File: src/rtl/wb_write_queue.sv
// In-order write-back queue between pipeline and register-file write port.
// Ports: in_* push side, wr_*/rf_ready drain side, fwd_* lookup, count.
module wb_write_queue #(
  parameter int DATA_W = 16,
  parameter int ADDR_W = 3,
  parameter int DEPTH  = 4
) (
  input  logic                     clk,
  input  logic                     resetn,
  input  logic                     in_valid,
  input  logic                     in_we,
  input  logic [ADDR_W-1:0]        in_addr,
  input  logic [DATA_W-1:0]        in_data,
  output logic                     in_ready,
  output logic                     wr_en,
  output logic [ADDR_W-1:0]        wr_addr,
  output logic [DATA_W-1:0]        wr_data,
  input  logic                     rf_ready,
  input  logic [ADDR_W-1:0]        fwd_addr,
  output logic                     fwd_hit,
  output logic [DATA_W-1:0]        fwd_data,
  output logic [$clog2(DEPTH):0]   count
);

  localparam int PW = $clog2(DEPTH);
  localparam int CW = PW + 1;
  localparam logic [CW-1:0] FULL = CW'(DEPTH);

  logic [ADDR_W-1:0] addr_q [DEPTH];
  logic [DATA_W-1:0] data_q [DEPTH];
  logic [PW-1:0]     head_q, head_d;
  logic [PW-1:0]     tail_q, tail_d;
  logic [CW-1:0]     count_q, count_d;

  logic push;
  logic pop;

  // in_ready depends on registered occupancy only.
  assign in_ready = (count_q < FULL);
  assign wr_en    = (count_q != '0);
  assign wr_addr  = addr_q[head_q];
  assign wr_data  = data_q[head_q];
  assign count    = count_q;

  // No-op packets are accepted but never stored.
  assign push = in_valid && in_ready && in_we;
  assign pop  = wr_en && rf_ready;

  always_comb begin
    head_d  = head_q;
    tail_d  = tail_q;
    count_d = count_q;
    if (push) tail_d = tail_q + 1'b1;
    if (pop)  head_d = head_q + 1'b1;
    unique case ({push, pop})
      2'b10:   count_d = count_q + 1'b1;
      2'b01:   count_d = count_q - 1'b1;
      default: count_d = count_q;
    endcase
  end

  always_ff @(posedge clk or negedge resetn) begin
    if (!resetn) begin
      head_q  <= '0;
      tail_q  <= '0;
      count_q <= '0;
      for (int i = 0; i < DEPTH; i++) begin
        addr_q[i] <= '0;
        data_q[i] <= '0;
      end
    end else begin
      head_q  <= head_d;
      tail_q  <= tail_d;
      count_q <= count_d;
      if (push) begin
        addr_q[tail_q] <= in_addr;
        data_q[tail_q] <= in_data;
      end
    end
  end

  // Walk oldest to newest so the newest match wins.
  always_comb begin
    logic [PW-1:0] idx;
    idx      = '0;
    fwd_hit  = 1'b0;
    fwd_data = '0;
    for (int i = 0; i < DEPTH; i++) begin
      idx = head_q + PW'(i);
      if ((CW'(i) < count_q) && (addr_q[idx] == fwd_addr)) begin
        fwd_hit  = 1'b1;
        fwd_data = data_q[idx];
      end
    end
  end

endmodule

File: config.mk
export PLATFORM = sky130hd
export DESIGN_NAME = wb_write_queue
export DESIGN_NICKNAME = d
export VERILOG_FILES = /design/src/rtl/wb_write_queue.sv
export SDC_FILE = /design/constraint.sdc
export NUM_CORES = 1
export LEC_CHECK = 0
export ABC_CLOCK_PERIOD_IN_PS = 2900
export CAP_MARGIN = 10
export CORE_ASPECT_RATIO = 0.5
export CORE_MARGIN = 5
export CORE_UTILIZATION = 55
export CTS_BUF_LIST = sky130_fd_sc_hd__clkbuf_16
export DETAILED_ROUTE_END_ITERATION = 6
export PLACE_DENSITY = 0.82
export SLEW_MARGIN = 20
export SYNTH_ARGS = -nofsm -noshare
export SYNTH_HDL_FRONTEND = slang
export SYNTH_SLANG_ARGS = --single-unit
File: constraint.sdc
create_clock -name clk -period 2.9 [get_ports clk]
set_input_delay 0.58 -clock clk [delete_from_list [all_inputs] [get_ports clk]]
set_output_delay 0.58 -clock clk [all_outputs]
set_load 0.02 [all_outputs]
==> Word level (Yosys, flattened, before mapping) <==
Index checks and enable logic that the tools add are counted.
{ "totals": {"reg_bits": 83, "out_inout_bits": 41} }
{ "classes": {"addsub": 6, "order_cmp": 11, "eq_ne": 6, "n_mux": 39, "bitwise": 5, "n_reduce_logical": 10} }
{ "ops": {"columns": ["operator", "count"], "rows": [
  ["$mux W16", 13],
  ["$bmux W16 S2", 4],
  ["$bwmux W64", 1],
  ["$demux W16 S2", 1],
  ["$mux W3", 9],
  ["$bmux W3 S2", 4],
  ["$ge A3 B3 Y1 const B", 5],
  ["$not A2 Y3", 5],
  ["$bwmux W12", 1],
  ["$eq A3 B3 Y1", 4],
  ["$logic_and A1 B1 Y1", 8],
  ["$demux W3 S2", 1],
  ["$lt A1 B3 Y1 const A", 2],
  ["$lt A2 B3 Y1 const A", 2],
  ["$pmux W3 S2", 1],
  ["$add A2 B1 Y2 const B", 2],
  ["$add A2 B2 Y2 const B", 2],
  ["$mux W1", 4],
  ["$add A3 B1 Y3 const B", 1],
  ["$lt A3 B1 Y1 const B", 1],
  ["$lt A3 B3 Y1 const B", 1],
  ["$reduce_bool A3 Y1", 1],
  ["$sub A3 B1 Y3 const B", 1],
  ["$eq A2 B1 Y1 const B", 1],
  ["2 further kinds", 2]
]} }

==> Logic depth before layout (Yosys ltp) <==
{ "depth": {"word_depth": 10, "ltp_mapped": 10, "mapped_depth_nobuf": 8} }

==> Worst setup path after synthesis <==
OpenSTA, ideal clock, no wires.
{ "synth_timing": {"path_kind": "register -> output", "from": "register head_q[0]", "to": "output port fwd_data[14]", "arrival_ns": 2.360, "required_ns": 2.320, "slack_ns": -0.040, "path_stages_with_launch": 9, "cell_sequence": "dfrtp_1 -> buf_2 -> mux4_2 -> xnor2_1 -> nand4_2 -> buf_2 -> a211oi_2 -> a211oi_2 -> o22ai_1"} }
{ "synth_between": {"elab_chain_len": 10} }
{ "synth_lines": {"columns": ["element", "line_no", "source"], "rows": [
  ["start, declared", "31", "logic [PW-1:0] head_q, head_d;"],
  ["start signal, assigned", "64", "head_q <= '0;"],
  ["start signal, assigned", "72", "head_q <= head_d;"],
  ["$not A2 Y3", null, null],
  ["$bmux W3 S2", null, null],
  ["$mux W3 (2 in series)", null, null],
  ["named net wr_addr[1]", "16", "output logic [ADDR_W-1:0] wr_addr,"],
  ["$eq A3 B3 Y1", "90", "if ((CW'(i) < count_q) && (addr_q[idx] == fwd_addr)) begin"],
  ["$logic_and A1 B1 Y1", "90", null],
  ["$mux W16 (4 in series)", "90", null],
  ["end, declared", "21", "output logic [DATA_W-1:0] fwd_data,"]
]} }
The timed path passes the listed nets, and every way through them passes these cells. The select of a mux whose other input is x is not followed.

==> Final worst setup path <==
{ "layout_timing": {"from": "register head_q[1]", "to": "output port fwd_data[4]"} }
{ "layout_between": {"elab_chain_len": 10} }
{ "layout_lines": {"columns": ["element", "line_no"], "rows": [
  ["$add A2 B1 Y2 / $not A2 Y3 (equally long branches)", "89, 90, 92"],
  ["$not A2 Y3 (not written as such) / $bmux W3 S2 (equally long branches)", "90, 92"],
  ["$bmux W3 S2 / $mux W3 (equally long branches)", "90"],
  ["$mux W3 (not written as such)", "90"],
  ["$mux W3 (not written as such) / $eq A3 B3 Y1 (equally long branches)", "90"],
  ["$eq A3 B3 Y1 / $logic_and A1 B1 Y1 (equally long branches)", "90"],
  ["$logic_and A1 B1 Y1 / $mux W16 (equally long branches)", "90"],
  ["$mux W16 (2 in series)", "90"],
  ["$mux W16 (*)", "90"]
]} }
Mark *: on every way between the ends. The rest lies on a longest branch, timed or not. The select of a mux whose other input is x is not followed.

==> results <==
- The run finished, with violations left.
- The final reports fail on setup timing.
- Summed over all failing endpoints, the final setup total negative slack is -4.36 ns.
- After detailed placement, the design holds a cell count of just under 800.
- The height of the chip is slightly above 80 um.
- The reported max-cap violation count is 0.
- The maximum frequency from static timing analysis is 312 MHz.
- The number of synthesized flops with an enable pin is 0.
- The total number of clock tree sinks is 83.
- From synthesis to final layout, the design area changed by 29.7%.
- Leaving out fill and tap cells, the most frequent cells in the layout are 92 x mux2i_1, 81 x dfrtp_1, 80 x mux2_1, 65 x buf_4, 47 x a21oi_1.
- The buffer type at the clock tree root is clkbuf_16.
- The number of endpoints with negative hold slack in the final report is 0.
- For the worst setup path, the data arrival time is roughly 2.6 ns.
- Summed over all nets, the half-perimeter wirelength after detailed placement is slightly above 10 mm.
- After clock tree synthesis, the flow added hold-fix buffers numbering 0.
- The initial antenna violation count is 0.
- The floorplan step defined a die boundary enclosing ~13000 um2.
- In this run the mean area of a mapped cell was around 11 um2.
- Data on the critical path is required at its endpoint by 2.32 ns.
- The post-synth net total is roughly 580.
- In this run the horizontal extent of the chip is roughly 150 um.
- The post-route netlist has between 20% and 30% of its cells at a drive strength greater than 1.
- Leaving out fill and tap cells, the most frequent cell in the layout is mux2i_1.
- The count of antenna diodes in the layout is 0.
- Setup repair after global routing could not meet its margin everywhere.
- The top-level I/O count is 68.
- The average wire per standard cell is around 19 um.
- The later pin in the worst-skew pair is clocked with a latency of approximately 0.35 ns.
- For the pin with the worst max-slew slack, the measured transition is 0.482 ns.
- The total wire length is roughly 15 mm.
- The cell area that synthesis handed to floorplanning was between 5000 and 6000 um2.
- Among all flip-flop cells after synthesis, the most frequent one is dfrtp_1.
- The clock transition at the registers of the reported paths is about 0.06 ns.
- The remaining max-slew budget at the tightest pin is 67.9%.
- In the routed design, unresolved DRC markers number 0.
- Setup slack on the critical path of the routed design comes to -0.307 ns.
- The distinct cell type count after synthesis is 36.
- Setup violations remaining at the end of the flow were counted as 17.
- Synthesis produced a netlist whose cell count is 543.
- The final layout net count is 689.
- TritonCTS built the clock tree.
- For this run, the register share of the synthesized area comes to a little over a third.
- The global-route usage over all layers is between 20% and 30%.
- The kind of path behind the tightest hold check is input port to async pin.
- The number of levels in the clock H-tree is 3.
- The residual antenna-violating net count after detailed routing is 0.
- The number of optimization iterations in the first detailed-route pass is 4.
- The clock arrives with 0.00402 ns of skew.
- The average via count per standard cell is between 5 and 6.
- The fraction of synthesis flops using an asynchronous set or reset pin is between 90% and 100%.
- After the flow finishes, the layout carries non-filler instances totaling between 700 and 800.
- The placement-stage worst setup slack is -0.706 ns.
- The number of global-route vias before repair came to 4779.
- After the first detailed-routing iteration, the DRC count stood at 367.
- Port buffering added between 60 and 70 buffers.
- Of the available clock period, the critical path in the final layout requires 111%.
- The first global-routing pass estimated 24.3 mm of wire.
- Along the worst path, the maximum fanout reaches 16.
- The starting density of the core is a little under three fifths.
- STA classifies the critical path startpoint as a flip-flop.
- Subtracting the final worst setup slack from the clock period gives approximately 3.2 ns.
- At the end of routability-driven placement, the weighted congestion stood at between 0.8 and 0.9.
- The total of warnings raised by yosys is 0.
- The maximum count of clock buffers along a single path is 2.
- Entering global routing, the biggest net connects 50 pins.
- The total CTS buffers is 9.
- The number of max-slew violations in the final report is 0.
- After floorplanning, the core was divided into 26 placement rows.
- Summed over all layers, the global routing overflow is 0.
- Hold is met by 0.189 ns.
- The core footprint is between 10000 and 15000 um2.
- The critical path start-end classification is flip-flop to output port.
- The via count of the routed design is ~4700.
- The register bit total from synthesis is 83.
- The element type at the critical path end is an output port.
## critical path, cell delays in order, from the launching register on
cell,delay (ns)
dfrtp_4,0.52
buf_12,0.16
mux2i_2,0.25
mux2i_1,0.14
xnor2_1,0.19
nand4_1,0.26
buf_6,0.25
o21ai_0,0.11
o22ai_1,0.14
clkdlybuf4s15_2,0.27
## synth_stat cells (3+ instances only)
library cell   n  share of area (%)
mux2_1        80                 16
xnor2_1       15                2.3
inv_1          5               0.33
a211oi_2      10                2.2
a21oi_1       49                4.3
o22ai_1       16                1.7
buf_2         14                1.2
nor2_1        36                2.4
ha_1           9                2.0
nand3_1       16                1.4
nand2_1       10               0.65
mux4_2         4                1.6
nor2b_1       16                1.7
xor2_1         5               0.76
a211oi_1       7               0.91
dfrtp_1       83                 36
mux2_2        12                2.4
mux2i_1       95                 17
o21ai_0       17                1.5
buf_6          3               0.59
clkbuf_1      22                1.4
## path summary, 6_finish.rpt
check                      cells after the start        from     endpoint  slack (ns)
setup / recovery                               9   head_q[1]  fwd_data[4]       -0.31
hold reg to reg                                1  data_q[19]   data_q[19]        0.51
hold / removal                                 1      resetn     count[0]        0.19
min in group clk                               1  data_q[19]   data_q[19]        0.51
setup reg to reg                               6    count[2]    data_q[4]        1.09
max in group asynchronous                      2      resetn   data_q[57]        2.08
## cells by family (layout without fill, tap and decap cells)
group | after synthesis | count (layout) | share of synthesized area [%]
AOI/OAI and AO/OA | 104 | 104 | 11.2
adders and majority gates | 9 | 9 | 1.96
buffers and inverters | 49 | 163 | 4.03
muxes | 191 | 191 | 36.2
and+or+nand+nor | 86 | 86 | 7.21
xor gates and xnor gates | 21 | 21 | 3.33
DFF | 83 | 83 | 36.2
## stage by stage
step	cell area, um2	util [%]
finish	7450	72.9
global route	7450	72.9
CTS	7400	72.4
detailed placement	7050	69.0
global placement	7050	69.0
floorplan	5800	-
## layout make-up
type / count / area, um2
Clock buffer: 9 / 225
Clock inverter: 6 / 35.0
Fill cell: 711 / 2760
Inverter: 6 / 22.5
Multi-Input combinational cell: 411 / 3590
Sequential cell: 83 / 2080
Tap cell: 140 / 175
Timing Repair Buffer: 142 / 1320
## flip-flops by register name, indices dropped and copies added, names as in the netlist
signal / flops
addr_q: 12
tail_q: 2
head_q: 2
count: 3
data_q: 64
## routing by layer
metal / routed length [um] / track usage [%] / vias up / part of all wire (%)
met5: 0 / 0 / - / 0
met4: 194 / 7.05 / 0 / 1.3
met3: 928 / 5.83 / 19 / 6.2
met2: 7010 / 40.7 / 151 / 47
met1: 6820 / 31.4 / 2356 / 46
li1: - / - / 2200 / -
## timing repair
action / 4_1_cts / 5_1_grt
endpoints found under the hold margin: 0 / 0
buffers inserted: 6 / 0
setup endpoints to repair: 33 / 23
gates resized for setup: 110 / 17
pin swaps: 6 / 1
Power is not shown: default switching activity piles up to over one toggle a cycle in this logic, so the estimate is an artifact.
